## config.mk

```make
export PLATFORM = sky130hd
export DESIGN_NAME = vdec1_ctrl_flat
export DESIGN_NICKNAME = d
export VERILOG_FILES = /design/src/rtl/vdec1_ctrl_if.sv /design/src/rtl/vdec1_ctrl.sv /design/src/flat_wrapper.sv
export SDC_FILE = /design/constraint.sdc
export NUM_CORES = 1
export LEC_CHECK = 0
export CAP_MARGIN = 20
export CORE_ASPECT_RATIO = 1.75
export CORE_UTILIZATION = 52
export CTS_CLUSTER_DIAMETER = 150
export DETAILED_ROUTE_END_ITERATION = 10
export PLACE_DENSITY = 0.81
export SLEW_MARGIN = 20
export SYNTH_ARGS = -nofsm -noshare
export SYNTH_HDL_FRONTEND = slang
export SYNTH_SLANG_ARGS = --single-unit
```

## constraint.sdc

```tcl
create_clock -name clk -period 8.4 [get_ports clk]
set_input_delay 2.1 -clock clk [delete_from_list [all_inputs] [get_ports clk]]
set_output_delay 2.1 -clock clk [all_outputs]
set_load 0.01 [all_outputs]
```

## src/rtl/vdec1_ctrl_if.sv

```systemverilog
// Handshake and control bundle between the Viterbi block sequencer and its
// request source, forward ACS unit, traceback unit and decoded-bit sink.
interface vdec1_ctrl_if;
  logic        req_valid;
  logic        req_ready;
  logic [4:0]  req_size;

  logic        fwd_start;
  logic [5:0]  fwd_len;
  logic        fwd_bank;
  logic        fwd_done;

  logic        bwd_start;
  logic [5:0]  bwd_len;
  logic        bwd_bank;
  logic        bwd_done;
  logic [28:0] bwd_info;

  logic        out_valid;
  logic        out_ready;
  logic [28:0] out_bits;
  logic [4:0]  out_size;

  logic        busy;
  logic        err_size;
  logic        err_timeout;

  modport master (
    input  req_valid, req_size, fwd_done, bwd_done, bwd_info, out_ready,
    output req_ready, fwd_start, fwd_len, fwd_bank, bwd_start, bwd_len, bwd_bank,
           out_valid, out_bits, out_size, busy, err_size, err_timeout
  );

  modport slave (
    output req_valid, req_size, fwd_done, bwd_done, bwd_info, out_ready,
    input  req_ready, fwd_start, fwd_len, fwd_bank, bwd_start, bwd_len, bwd_bank,
           out_valid, out_bits, out_size, busy, err_size, err_timeout
  );
endinterface

```

## src/rtl/vdec1_ctrl.sv

```systemverilog
// Ping-pong ptram bank sequencer for the rate-1/3 Viterbi forward ACS and traceback units.
// Starts fire one cycle after accept / bank FULL; a stalled out_ready holds the result and blocks the next traceback.
module vdec1_ctrl #(
  parameter int TIMEOUT = 255,
  parameter int CNT_W   = 8
) (
  input logic          clk,
  input logic          rst,
  vdec1_ctrl_if.master bus
);

  localparam logic [CNT_W-1:0] CNT_MAX  = CNT_W'(TIMEOUT);
  localparam logic [CNT_W-1:0] CNT_ONE  = CNT_W'(1);
  localparam logic [4:0]       SIZE_MAX = 5'd29;

  typedef enum logic [1:0] {BK_FREE, BK_FWD, BK_FULL, BK_BWD} bank_st_t;

  typedef struct packed {
    bank_st_t   st;
    logic [4:0] size;
  } bank_t;

  typedef enum logic {F_IDLE, F_RUN} f_state_t;
  typedef enum logic [1:0] {B_IDLE, B_RUN, B_HOLD} b_state_t;

  f_state_t         f_state_q, f_state_d;
  b_state_t         b_state_q, b_state_d;
  bank_t [1:0]      bank_q, bank_d;
  logic             wr_q, wr_d;
  logic             rd_q, rd_d;
  logic [CNT_W-1:0] f_cnt_q, f_cnt_d;
  logic [CNT_W-1:0] b_cnt_q, b_cnt_d;

  logic             fwd_start_q, fwd_start_d;
  logic [5:0]       fwd_len_q, fwd_len_d;
  logic             fwd_bank_q, fwd_bank_d;
  logic             bwd_start_q, bwd_start_d;
  logic [5:0]       bwd_len_q, bwd_len_d;
  logic             bwd_bank_q, bwd_bank_d;
  logic             out_valid_q, out_valid_d;
  logic [28:0]      out_bits_q, out_bits_d;
  logic [4:0]       out_size_q, out_size_d;
  logic             err_size_q, err_size_d;
  logic             err_timeout_q, err_timeout_d;

  logic             req_ready_c;
  logic             req_fire;
  logic             size_ok;
  logic             f_abort;
  logic             b_abort;
  logic [28:0]      mask_c;

  assign req_ready_c = (f_state_q == F_IDLE) && (bank_q[wr_q].st == BK_FREE);
  assign req_fire    = bus.req_valid && req_ready_c;
  assign size_ok     = (bus.req_size != 5'd0) && (bus.req_size <= SIZE_MAX);
  // A size of 29 wraps the shifted one to zero, so the subtraction yields all ones.
  assign mask_c      = (29'd1 << bank_q[rd_q].size) - 29'd1;

  always_comb begin
    f_state_d     = f_state_q;
    b_state_d     = b_state_q;
    bank_d        = bank_q;
    wr_d          = wr_q;
    rd_d          = rd_q;
    f_cnt_d       = f_cnt_q;
    b_cnt_d       = b_cnt_q;
    fwd_start_d   = 1'b0;
    fwd_len_d     = fwd_len_q;
    fwd_bank_d    = fwd_bank_q;
    bwd_start_d   = 1'b0;
    bwd_len_d     = bwd_len_q;
    bwd_bank_d    = bwd_bank_q;
    out_valid_d   = out_valid_q;
    out_bits_d    = out_bits_q;
    out_size_d    = out_size_q;
    err_size_d    = 1'b0;
    f_abort       = 1'b0;
    b_abort       = 1'b0;
    err_timeout_d = 1'b0;

    unique case (f_state_q)
      F_IDLE: begin
        if (req_fire) begin
          if (size_ok) begin
            f_state_d          = F_RUN;
            bank_d[wr_q].st    = BK_FWD;
            bank_d[wr_q].size  = bus.req_size;
            fwd_start_d        = 1'b1;
            fwd_len_d          = 6'(bus.req_size) + 6'd8;
            fwd_bank_d         = wr_q;
            f_cnt_d            = '0;
          end else begin
            err_size_d = 1'b1;
          end
        end
      end
      F_RUN: begin
        if (bus.fwd_done) begin
          f_state_d       = F_IDLE;
          bank_d[wr_q].st = BK_FULL;
          wr_d            = ~wr_q;
        end else if (f_cnt_q == CNT_MAX) begin
          // Aborted block is discarded; the same bank is reused for the next request.
          f_state_d       = F_IDLE;
          bank_d[wr_q].st = BK_FREE;
          f_abort         = 1'b1;
        end else begin
          f_cnt_d = f_cnt_q + CNT_ONE;
        end
      end
      default: f_state_d = F_IDLE;
    endcase

    unique case (b_state_q)
      B_IDLE: begin
        if (bank_q[rd_q].st == BK_FULL) begin
          b_state_d       = B_RUN;
          bank_d[rd_q].st = BK_BWD;
          bwd_start_d     = 1'b1;
          bwd_len_d       = 6'(bank_q[rd_q].size) + 6'd7;
          bwd_bank_d      = rd_q;
          b_cnt_d         = '0;
        end
      end
      B_RUN: begin
        if (bus.bwd_done) begin
          b_state_d       = B_HOLD;
          bank_d[rd_q].st = BK_FREE;
          rd_d            = ~rd_q;
          out_valid_d     = 1'b1;
          out_bits_d      = bus.bwd_info & mask_c;
          out_size_d      = bank_q[rd_q].size;
        end else if (b_cnt_q == CNT_MAX) begin
          // The read pointer still advances so it stays in step with the writer.
          b_state_d       = B_IDLE;
          bank_d[rd_q].st = BK_FREE;
          rd_d            = ~rd_q;
          b_abort         = 1'b1;
        end else begin
          b_cnt_d = b_cnt_q + CNT_ONE;
        end
      end
      B_HOLD: begin
        if (bus.out_ready) begin
          b_state_d   = B_IDLE;
          out_valid_d = 1'b0;
        end
      end
      default: b_state_d = B_IDLE;
    endcase

    err_timeout_d = f_abort | b_abort;
  end

  always_ff @(posedge clk) begin
    if (rst) begin
      f_state_q     <= F_IDLE;
      b_state_q     <= B_IDLE;
      bank_q        <= '0;
      wr_q          <= 1'b0;
      rd_q          <= 1'b0;
      f_cnt_q       <= '0;
      b_cnt_q       <= '0;
      fwd_start_q   <= 1'b0;
      fwd_len_q     <= '0;
      fwd_bank_q    <= 1'b0;
      bwd_start_q   <= 1'b0;
      bwd_len_q     <= '0;
      bwd_bank_q    <= 1'b0;
      out_valid_q   <= 1'b0;
      out_bits_q    <= '0;
      out_size_q    <= '0;
      err_size_q    <= 1'b0;
      err_timeout_q <= 1'b0;
    end else begin
      f_state_q     <= f_state_d;
      b_state_q     <= b_state_d;
      bank_q        <= bank_d;
      wr_q          <= wr_d;
      rd_q          <= rd_d;
      f_cnt_q       <= f_cnt_d;
      b_cnt_q       <= b_cnt_d;
      fwd_start_q   <= fwd_start_d;
      fwd_len_q     <= fwd_len_d;
      fwd_bank_q    <= fwd_bank_d;
      bwd_start_q   <= bwd_start_d;
      bwd_len_q     <= bwd_len_d;
      bwd_bank_q    <= bwd_bank_d;
      out_valid_q   <= out_valid_d;
      out_bits_q    <= out_bits_d;
      out_size_q    <= out_size_d;
      err_size_q    <= err_size_d;
      err_timeout_q <= err_timeout_d;
    end
  end

  assign bus.req_ready   = req_ready_c;
  assign bus.fwd_start   = fwd_start_q;
  assign bus.fwd_len     = fwd_len_q;
  assign bus.fwd_bank    = fwd_bank_q;
  assign bus.bwd_start   = bwd_start_q;
  assign bus.bwd_len     = bwd_len_q;
  assign bus.bwd_bank    = bwd_bank_q;
  assign bus.out_valid   = out_valid_q;
  assign bus.out_bits    = out_bits_q;
  assign bus.out_size    = out_size_q;
  assign bus.err_size    = err_size_q;
  assign bus.err_timeout = err_timeout_q;
  assign bus.busy        = (f_state_q == F_RUN) || (b_state_q != B_IDLE) ||
                           (bank_q[0].st != BK_FREE) || (bank_q[1].st != BK_FREE);

endmodule

```

## src/flat_wrapper.sv

```systemverilog
// flat-port wrapper written by rule: the top's interface ports become plain ports
module vdec1_ctrl_flat 
#(
  parameter int TIMEOUT = 255,
  parameter int CNT_W   = 8
)
  (clk, rst, bus_req_valid, bus_req_size, bus_fwd_done, bus_bwd_done, bus_bwd_info, bus_out_ready, bus_req_ready, bus_fwd_start, bus_fwd_len, bus_fwd_bank, bus_bwd_start, bus_bwd_len, bus_bwd_bank, bus_out_valid, bus_out_bits, bus_out_size, bus_busy, bus_err_size, bus_err_timeout);
  vdec1_ctrl_if bus_i ();
  input logic clk;
  input logic rst;
  input wire logic [$bits(bus_i.req_valid)-1:0] bus_req_valid;
  input wire logic [$bits(bus_i.req_size)-1:0] bus_req_size;
  input wire logic [$bits(bus_i.fwd_done)-1:0] bus_fwd_done;
  input wire logic [$bits(bus_i.bwd_done)-1:0] bus_bwd_done;
  input wire logic [$bits(bus_i.bwd_info)-1:0] bus_bwd_info;
  input wire logic [$bits(bus_i.out_ready)-1:0] bus_out_ready;
  output wire logic [$bits(bus_i.req_ready)-1:0] bus_req_ready;
  output wire logic [$bits(bus_i.fwd_start)-1:0] bus_fwd_start;
  output wire logic [$bits(bus_i.fwd_len)-1:0] bus_fwd_len;
  output wire logic [$bits(bus_i.fwd_bank)-1:0] bus_fwd_bank;
  output wire logic [$bits(bus_i.bwd_start)-1:0] bus_bwd_start;
  output wire logic [$bits(bus_i.bwd_len)-1:0] bus_bwd_len;
  output wire logic [$bits(bus_i.bwd_bank)-1:0] bus_bwd_bank;
  output wire logic [$bits(bus_i.out_valid)-1:0] bus_out_valid;
  output wire logic [$bits(bus_i.out_bits)-1:0] bus_out_bits;
  output wire logic [$bits(bus_i.out_size)-1:0] bus_out_size;
  output wire logic [$bits(bus_i.busy)-1:0] bus_busy;
  output wire logic [$bits(bus_i.err_size)-1:0] bus_err_size;
  output wire logic [$bits(bus_i.err_timeout)-1:0] bus_err_timeout;
  assign bus_i.req_valid = bus_req_valid;
  assign bus_i.req_size = bus_req_size;
  assign bus_i.fwd_done = bus_fwd_done;
  assign bus_i.bwd_done = bus_bwd_done;
  assign bus_i.bwd_info = bus_bwd_info;
  assign bus_i.out_ready = bus_out_ready;
  assign bus_req_ready = bus_i.req_ready;
  assign bus_fwd_start = bus_i.fwd_start;
  assign bus_fwd_len = bus_i.fwd_len;
  assign bus_fwd_bank = bus_i.fwd_bank;
  assign bus_bwd_start = bus_i.bwd_start;
  assign bus_bwd_len = bus_i.bwd_len;
  assign bus_bwd_bank = bus_i.bwd_bank;
  assign bus_out_valid = bus_i.out_valid;
  assign bus_out_bits = bus_i.out_bits;
  assign bus_out_size = bus_i.out_size;
  assign bus_busy = bus_i.busy;
  assign bus_err_size = bus_i.err_size;
  assign bus_err_timeout = bus_i.err_timeout;
  vdec1_ctrl #(.TIMEOUT(TIMEOUT), .CNT_W(CNT_W)) u_core (.clk(clk), .rst(rst), .bus(bus_i));
endmodule
```

==> run summary, run 1 <==
For the number of maximum-capacitance violations, the log shows 0. The die covers 9189 µm². The completed layout was analyzed and its total power is 1.360 mW.

After detailed routing, the total wire length is 12.57 mm. Setup repair after global routing left no endpoint under its margin. The remaining number of nets flagged by the antenna check after routing was 0; the clock buffer count from CTS was 9.

TritonCTS built the clock tree. The share of flip-flops with an asynchronous set or reset is 0. The logs give 678 for the final-layout fill cell count and 555 for the number of instances in the synthesized netlist. The setup clock skew after layout was 0.004745 ns; the largest incremental delay on the critical path was 0.86 ns. Measured in cells, the most critical reg-to-reg path has a length of 8. Internal power consumption: 0.8814 mW. The tightest min-delay check is of the flip-flop to flip-flop type. The floorplan step set the die height to 126.1 µm. During synthesis, Yosys emitted a total of 0 warnings. The logs give 0.2782 for the global-route usage over all layers and 0 for the number of failing hold endpoints at the final stage. The run finished with clean final reports. The part of the power in the clock network was 0.303; the fraction of final layout cells sized beyond drive strength 1 was 0.06508. The cell count of the worst hold path works out to 2. Traced cell by cell, the critical path runs through mux2i_1 -> ha_1 -> or2_0 -> a21oi_1 -> o221ai_1 -> nor2_1 -> mux2i_1 -> a32o_1. The fraction of the yosys area taken by sequential cells is 0.3852.

Detailed placement finished with a half-perimeter wire length of 9.020 mm. The sequential cell fraction of total power came out at 0.351. The maximum clock rate is 0.2268 GHz.

The dominant synthesized flop cell was dfxtp_1. Critical path data arrival time: 4.65 ns. The average size of a mapped cell is 8.240 µm². The tools report the number of DRC violations after detailed-routing iteration 0 as 406. On the critical path the largest part of the delay comes from compound AO/OA/AOI/OAI gates. The run gives 0.2849 as the worst max-slew margin expressed relative to the limit. The cell at the slowest stage of the critical path was dfxtp_1. From synthesis to final layout, the design area changed by 27.17%. At the pin with the least slew margin, the transition time is 1.065 ns.

In this run the static leakage power is 2.094 nW. The number of antenna diodes in the final layout is 0. Leaving out fill and tap cells, the most frequent cell in the layout is clkdlybuf4s50_1. Dividing total power by cell area gives a power density of 233.8 nW/µm². The worst setup path is launched from a flip-flop. The via density per instance is 5.983.

The logs give 604 for the net count after synthesis and 4268 for the number of global-route vias before repair. For this run the aggregate overflow at the end of global routing stands at 0. Net switching fraction of the power: 0.3519. The category of the critical setup timing path is flip-flop to flip-flop.

Across all layers, the routed design uses 4457 vias. The count of input and output buffers is 94. Along the worst path, the maximum fanout reaches 23.

The final period demand of the worst path came out at 4.409 ns. The logs give 0.5429 for the effective utilization at floorplan and 2 for the number of buffers on the longest clock path. The number of I/O pins was 95. After floorplanning, the core was sized to cover 8423 µm².

In the final timing run, aggregate negative setup slack is 0 ns. After the last flow step, the layout net total stands at 674. Gates resized during post-CTS repair numbered 0.

The final worst-path cycle share works out to 0.5248. The number of different library cells in the post-synthesis netlist came out at 73. Clock-pin slew was measured on the worst setup and hold paths at 0.07 ns.

The run gives 8.64 ns as the required time of the worst setup path. Number of detailed-routing iterations run before antenna repair: 5. CTS saw 88 sinks. The logs give 0 for the number of setup buffers added after CTS and 0.35 ns for the clock latency at the later pin of the worst-skew pair. The CTS root buffer was clkbuf_16.

The buffering stage count on the worst path with inverters included is 0, and the number of slew-limit violations in the final report is 0. The critical path runs through a total of 8 cells. Synthesis inferred 88 register bits. Among the stages of the critical path, the cell type that occurs most often is mux2i_1. The share of power burned in combinational logic is 0.345. The netlist area before placement is 4573 µm². The initialized floorplan defines 44 standard-cell rows. The number of enable flip-flop cells after synthesis works out to 0. The logs give 0 for the final number of setup-violating endpoints and 72 for the maximum number of pins on one net before global-route repair.

In this run the number of H-tree levels came out at 3. In the layout the commonest cells are 93 x clkdlybuf4s50_1, 88 x dfxtp_1, 75 x nor2_1. The first global-routing pass estimated 19.91 mm of wire. For the routability congestion estimate, the log shows 0.8768. For this design, the CTS-stage hold fixing added 0 buffers. The number of remaining DRC errors came out at 0. The peak supply drop came out at 0.1801 mV. The tools report the reported net switching power as 0.4785 mW. The number of antenna violations at the first check in global routing came out at 0. In the final routed layout, each cell accounts on average for 16.87 µm. STA classifies the critical path endpoint as a flip-flop.

Measured along the x axis, the die boundary spans 72.89 µm.
routing by layer:
layer  part of all wire  vias up  track usage  wire length (µm)
met3              0.038       38      0.03360               473
met4              0.039        0       0.1730               495
met5                  0        -            0                 0
met2               0.56      174       0.5206              6991
li1                   -     2146            -                 -
met1               0.37     2099       0.2800              4607
kinds of logic (layout without fill, tap and decap cells):
| kind of cell | Yosys count | after routing | share of synthesized area |
|---|---|---|---|
| compound gates | 136 | 136 | 0.2058 |
| xor+xnor | 22 | 22 | 0.04213 |
| flops | 88 | 88 | 0.3852 |
| mux | 19 | 19 | 0.04186 |
| fa+ha+maj | 9 | 9 | 0.02462 |
| buf+inv | 45 | 120 | 0.04295 |
| simple gates | 236 | 236 | 0.2575 |
final timing paths:
| path | to | slack, ns | start |
|---|---|---|---|
| min | u_core.bus.out_bits[2] | 0.45 | u_core.bus.out_bits[2] |
| min reg2reg | u_core.bus.out_bits[2] | 0.45 | u_core.bus.out_bits[2] |
| max | u_core.bus.out_bits[20] | 3.99 | u_core.rd_q |
| max reg2reg | u_core.bus.out_bits[20] | 3.99 | u_core.rd_q |
power groups by stage:
stage	sequential (mW)	clock (mW)	combinational, mW
3_5_place_dp	0.487	0	0.457
5_1_grt	0.482	0.430	0.507
4_1_cts	0.478	0.415	0.462
2_1_floorplan	0.482	0	0.325
6_report	0.478	0.413	0.469
3_3_place_gp	0.485	0	0.452
layout make-up:
type / count / area (µm²) / area share
Clock inverter: 5 / 63.81 / 0.01097
Clock buffer: 11 / 242.7 / 0.04174
Tap cell: 115 / 143.9 / 0.02474
Timing Repair Buffer: 97 / 958.4 / 0.1648
Multi-Input combinational cell: 422 / 2619 / 0.4503
Inverter: 7 / 26.28 / 0.004518
Sequential cell: 88 / 1762 / 0.3029
registers in the layout, indices dropped and copies added, names as in the netlist, 2 cells and up:
name                 flops
u_core.bus.out_bits     29
u_core.bank_q           14
u_core.b_cnt_q           8
u_core.f_cnt_q           8
u_core.bus.bwd_len       6
u_core.bus.fwd_len       6
u_core.bus.out_size      5
u_core.b_state_q         2
synth_stat cells (4+ instances only):
library cell   n  area (µm²)
o21ai_0       16       80.08
inv_1          7       26.28
ha_1           9       112.6
dfxtp_1       88        1762
nand3_1       24       120.1
nand4_1        9       56.30
and3b_1        4       35.03
nand2b_1       4       25.02
mux2i_1       18       180.2
a21o_1         4       30.03
xnor2_1       12       105.1
or2_2          6       37.54
nor3_1        16       80.08
a32o_1        12       120.1
a32oi_1        5       43.79
nor2_1        75       281.5
a21oi_1       50       250.2
and2_1         4       25.02
xor2_1        10       87.58
clkbuf_1      28       105.1
a211oi_1       7       52.55
nor4_1         4       25.02
nand2_1       58       217.7
nor3b_1        7       52.55
o211ai_1       5       37.54
stage by stage:
| stage | setup WS (ns) | cells | hold slack, ns | area (µm²) | util |
|---|---|---|---|---|---|
| 4_1_cts | 4.094 | 745 | 0.4558 | 5816 | 0.6904 |
| 2_1_floorplan | 4.886 | 555 | 0.4360 | 4573 | - |
| 3_5_place_dp | 3.876 | 729 | 0.4467 | 5509 | 0.6540 |
| 3_3_place_gp | 3.980 | 729 | 0.4424 | 5509 | 0.6540 |
| 5_1_grt | 3.677 | 745 | 0.4726 | 5816 | 0.6904 |
| 6_report | 3.991 | 745 | 0.4536 | 5816 | 0.6904 |
tightest hold or removal path, delay by kind of cell, from the launching register on:
kind               cells  cell delay (ns)
and+or+nand+nor        1             0.05
DFF                    1             0.31
AOI/OAI and AO/OA      1             0.05
Note: power is estimated with default switching activity, not from simulation.
==> run 2, diff against run 1 <==
- CORE_UTILIZATION: 52 -> 47
- PLACE_DENSITY: 0.81 -> 0.77
- clock period: 8.4 -> 3.6 ns (I/O delays scaled with it)
==> run 2 against run 1 <==
- final cell count rose by 3.0%
- design area rose by 2.1%
- largest power group is now combinational cells
- combinational power rose by 150%
- sequential cell count did not move
- sequential power rose by 130%
- count of clock-buffer cells in the layout fell by 2
- fmax rose by 42%
- global-route usage fell by 2.1 points
- wire length rose by 3.2%
- non-clock buffer count rose by 15
- die area rose by 10%
==> run summary, run 2 (synthesis results as in run 1) <==
The run finished with clean final reports. The most critical setup path has its startpoint at u_core.rd_q. Setup repair after global routing left no endpoint under its margin. The clock latency at the later pin of the worst-skew pair was 0.34 ns (about the same). The run gives 2 (unchanged) as the number of buffers on the longest clock path. The worst hold path begins at u_core.bus.out_bits[0]. STA classifies the critical path startpoint as a flip-flop.

The category of the critical setup timing path was flip-flop to flip-flop. The critical path data arrival time came out at 3.33 ns (-1.32 ns). Worst max-slew margin expressed relative to the limit: 0.5108 (+0.2259).

The post-CTS resize count is 0 (unchanged), and the final routed wirelength across all metal layers is 12.97 mm (+3.2%). For the peak supply drop, the log shows 0.3416 mV (+90%). The kind of end point of the critical path is a flip-flop.

The logs give 0 (unchanged) for the remaining number of nets flagged by the antenna check after routing and 0 (unchanged) for the number of failing hold endpoints at the final stage. The via count of the routed design is 4472 (+0.34%), and the routability congestion estimate is 0.9213 (+5.1%). The final period demand of the worst path was 3.096 ns (-1.313 ns); the number of standard cells in the final layout excluding fillers was 767 (+3.0%). The worst hold path belongs to the class flip-flop to flip-flop. The run gives 4 (-1) as the number of detailed-routing iterations run before antenna repair. The tools report the clock buffer count from CTS as 9 (unchanged).

Maximum clock rate: 0.3230 GHz (+42%). The tools report the detailed-routed wire length on met3 as 499 µm (+5.5%). For the total number of H-tree levels, the log shows 3 (unchanged).

The area of placed instances came out at 5623 µm² (+2.1%). In this run the top signal layer used is met4. TritonCTS built the clock tree. The sum of negative setup slack was 0 ns (unchanged).

The static leakage is 2.173 nW (+3.8%), and the final number of setup-violating endpoints is 0 (unchanged). The mean routed wirelength per cell works out to 16.90 µm (+0.22%). The post-route cell area is 5936 µm² (+2.1%), and the via density per instance is 5.831 (-2.5%). The global-route usage over all layers was 0.2571 (-0.02105); the measured slew at the worst slew-check pin was 0.7153 ns (-0.3502 ns). The detailed-placement wirelength estimate came out at 9.726 mm (+7.8%). The number of remaining DRC errors is 0 (unchanged).

The final worst-path cycle share works out to 0.8599 (+0.3350). The met1 wire length is 4.678 mm (+1.5%). The total power was 3.227 mW (+140%). The tools report the setup clock skew after layout as 0.007091 ns (+0.002345 ns). The tools report the number of placed instances, taps included as 750 (+2.9%).

The run gives 7.130 mm (+2.0%) as the met2 wire length. The antenna diode count came out at 0 (unchanged). Leading cell type in the layout, fill and taps excluded: clkdlybuf4s50_1.

The fraction of final layout cells sized beyond drive strength 1 is 0.08837 (+0.02329), and the total number of clock tree sinks is 88 (unchanged). The tools report the number of I/O pins as 95 (unchanged). For the total die area, the log shows 10140 µm² (+10%).

The height of the die was 132.5 µm (+5.1%). The number of setup buffers added after CTS was 0 (unchanged). The logs give 47 (+6.8%) for the number of rows created at floorplan and 0 (unchanged) for the number of maximum-capacitance violations.

The core area came out at 9468 µm² (+12%). The tools report the worst flop-to-flop path startpoint as u_core.rd_q. The number of nets in the finished design was 689 (+2.2%); the count of input and output buffers was 94 (unchanged).

The number of slew-limit violations in the final report is 0 (unchanged). The width of the die was 76.57 µm (+5.0%). The tools report the global-route wire length before repair as 20.73 mm (+4.1%). The logs give 53 (-26%) for the maximum number of pins on one net before global-route repair and 0 (unchanged) for the number of antenna violations at the first check in global routing. The required time of the worst setup path was 3.83 ns (-4.81 ns); the power density over cell area was 543.7 nW/µm² (+130%). The number of buffers inserted by hold repair at cts was 0 (unchanged). The clock-pin slew on the worst setup and hold paths was 0.07 ns (about the same); the total congestion overflow was 0 (unchanged). For the effective utilization at floorplan, the log shows 0.4830 (-0.05991). In this run the clock root is driven by a clkbuf_16.

The critical-path maximum fanout was 13 (-43%); the number of global-route vias before repair was 4358 (+2.1%). The number of DRC violations after detailed-routing iteration 0 is 232 (-43%). The synthesis-to-layout area growth came out at 29.79%. The flip-flop count of the largest register after layout is 29 (unchanged). In the layout the commonest cells are 93 x clkdlybuf4s50_1, 88 x dfxtp_1, 75 x nor2_1.
[run 2: through the flow]
step	utilization	worst slack, ns	hold slack (ns)
floorplan	-	0.08568	0.4360
global placement	0.5939	0.5849	0.4405
detailed placement	0.5939	0.5316	0.4487
CTS	0.6261	0.5085	0.4592
global route	0.6269	0.2868	0.4788
finish	0.6269	0.5044	0.4592
[run 2: worst paths after layout]
| kind | end | slack, ns | cells after the start |
|---|---|---|---|
| worst max register to register | u_core.bus.out_bits[22] | 0.50 | 11 |
| worst min register to register | u_core.bus.out_bits[0] | 0.46 | 2 |
| worst min-delay path | u_core.bus.out_bits[0] | 0.46 | 2 |
| worst max-delay path | u_core.bus.out_bits[22] | 0.50 | 11 |
[run 2: area by class of cell]
type,count,area (µm²)
Multi-Input combinational cell,422,2619
Clock buffer,9,225.2
Clock inverter,7,80.08
Tap cell,122,152.6
Timing Repair Buffer,112,1071
Fill cell,828,3532
Sequential cell,88,1762
Inverter,7,26.28
[run 2: metal layers]
layer / vias to the layer above / track usage
met4: 0 / 0.1699
met2: 145 / 0.4940
met5: - / 0
met1: 2122 / 0.2441
met3: 44 / 0.04345
li1: 2161 / -
[run 2: power by group]
group / total, mW / switching, mW / internal (mW)
clock: 0.964 / 0.417 / 0.548
combinational: 1.16 / 0.664 / 0.491
sequential: 1.11 / 0.0649 / 1.04
total: 3.23 / 1.15 / 2.08
[run 2: worst max-delay path, cell delays in order (launching register included)]
cell and delay [ns]:
dfxtp_1 0.43, mux2i_1 0.21, buf_4 0.16, inv_1 0.07, ha_1 0.19, buf_4 0.17
nand3_1 0.08, ha_1 0.29, o221ai_1 0.32, or4b_4 0.62, xor2_1 0.17, a32o_1 0.25
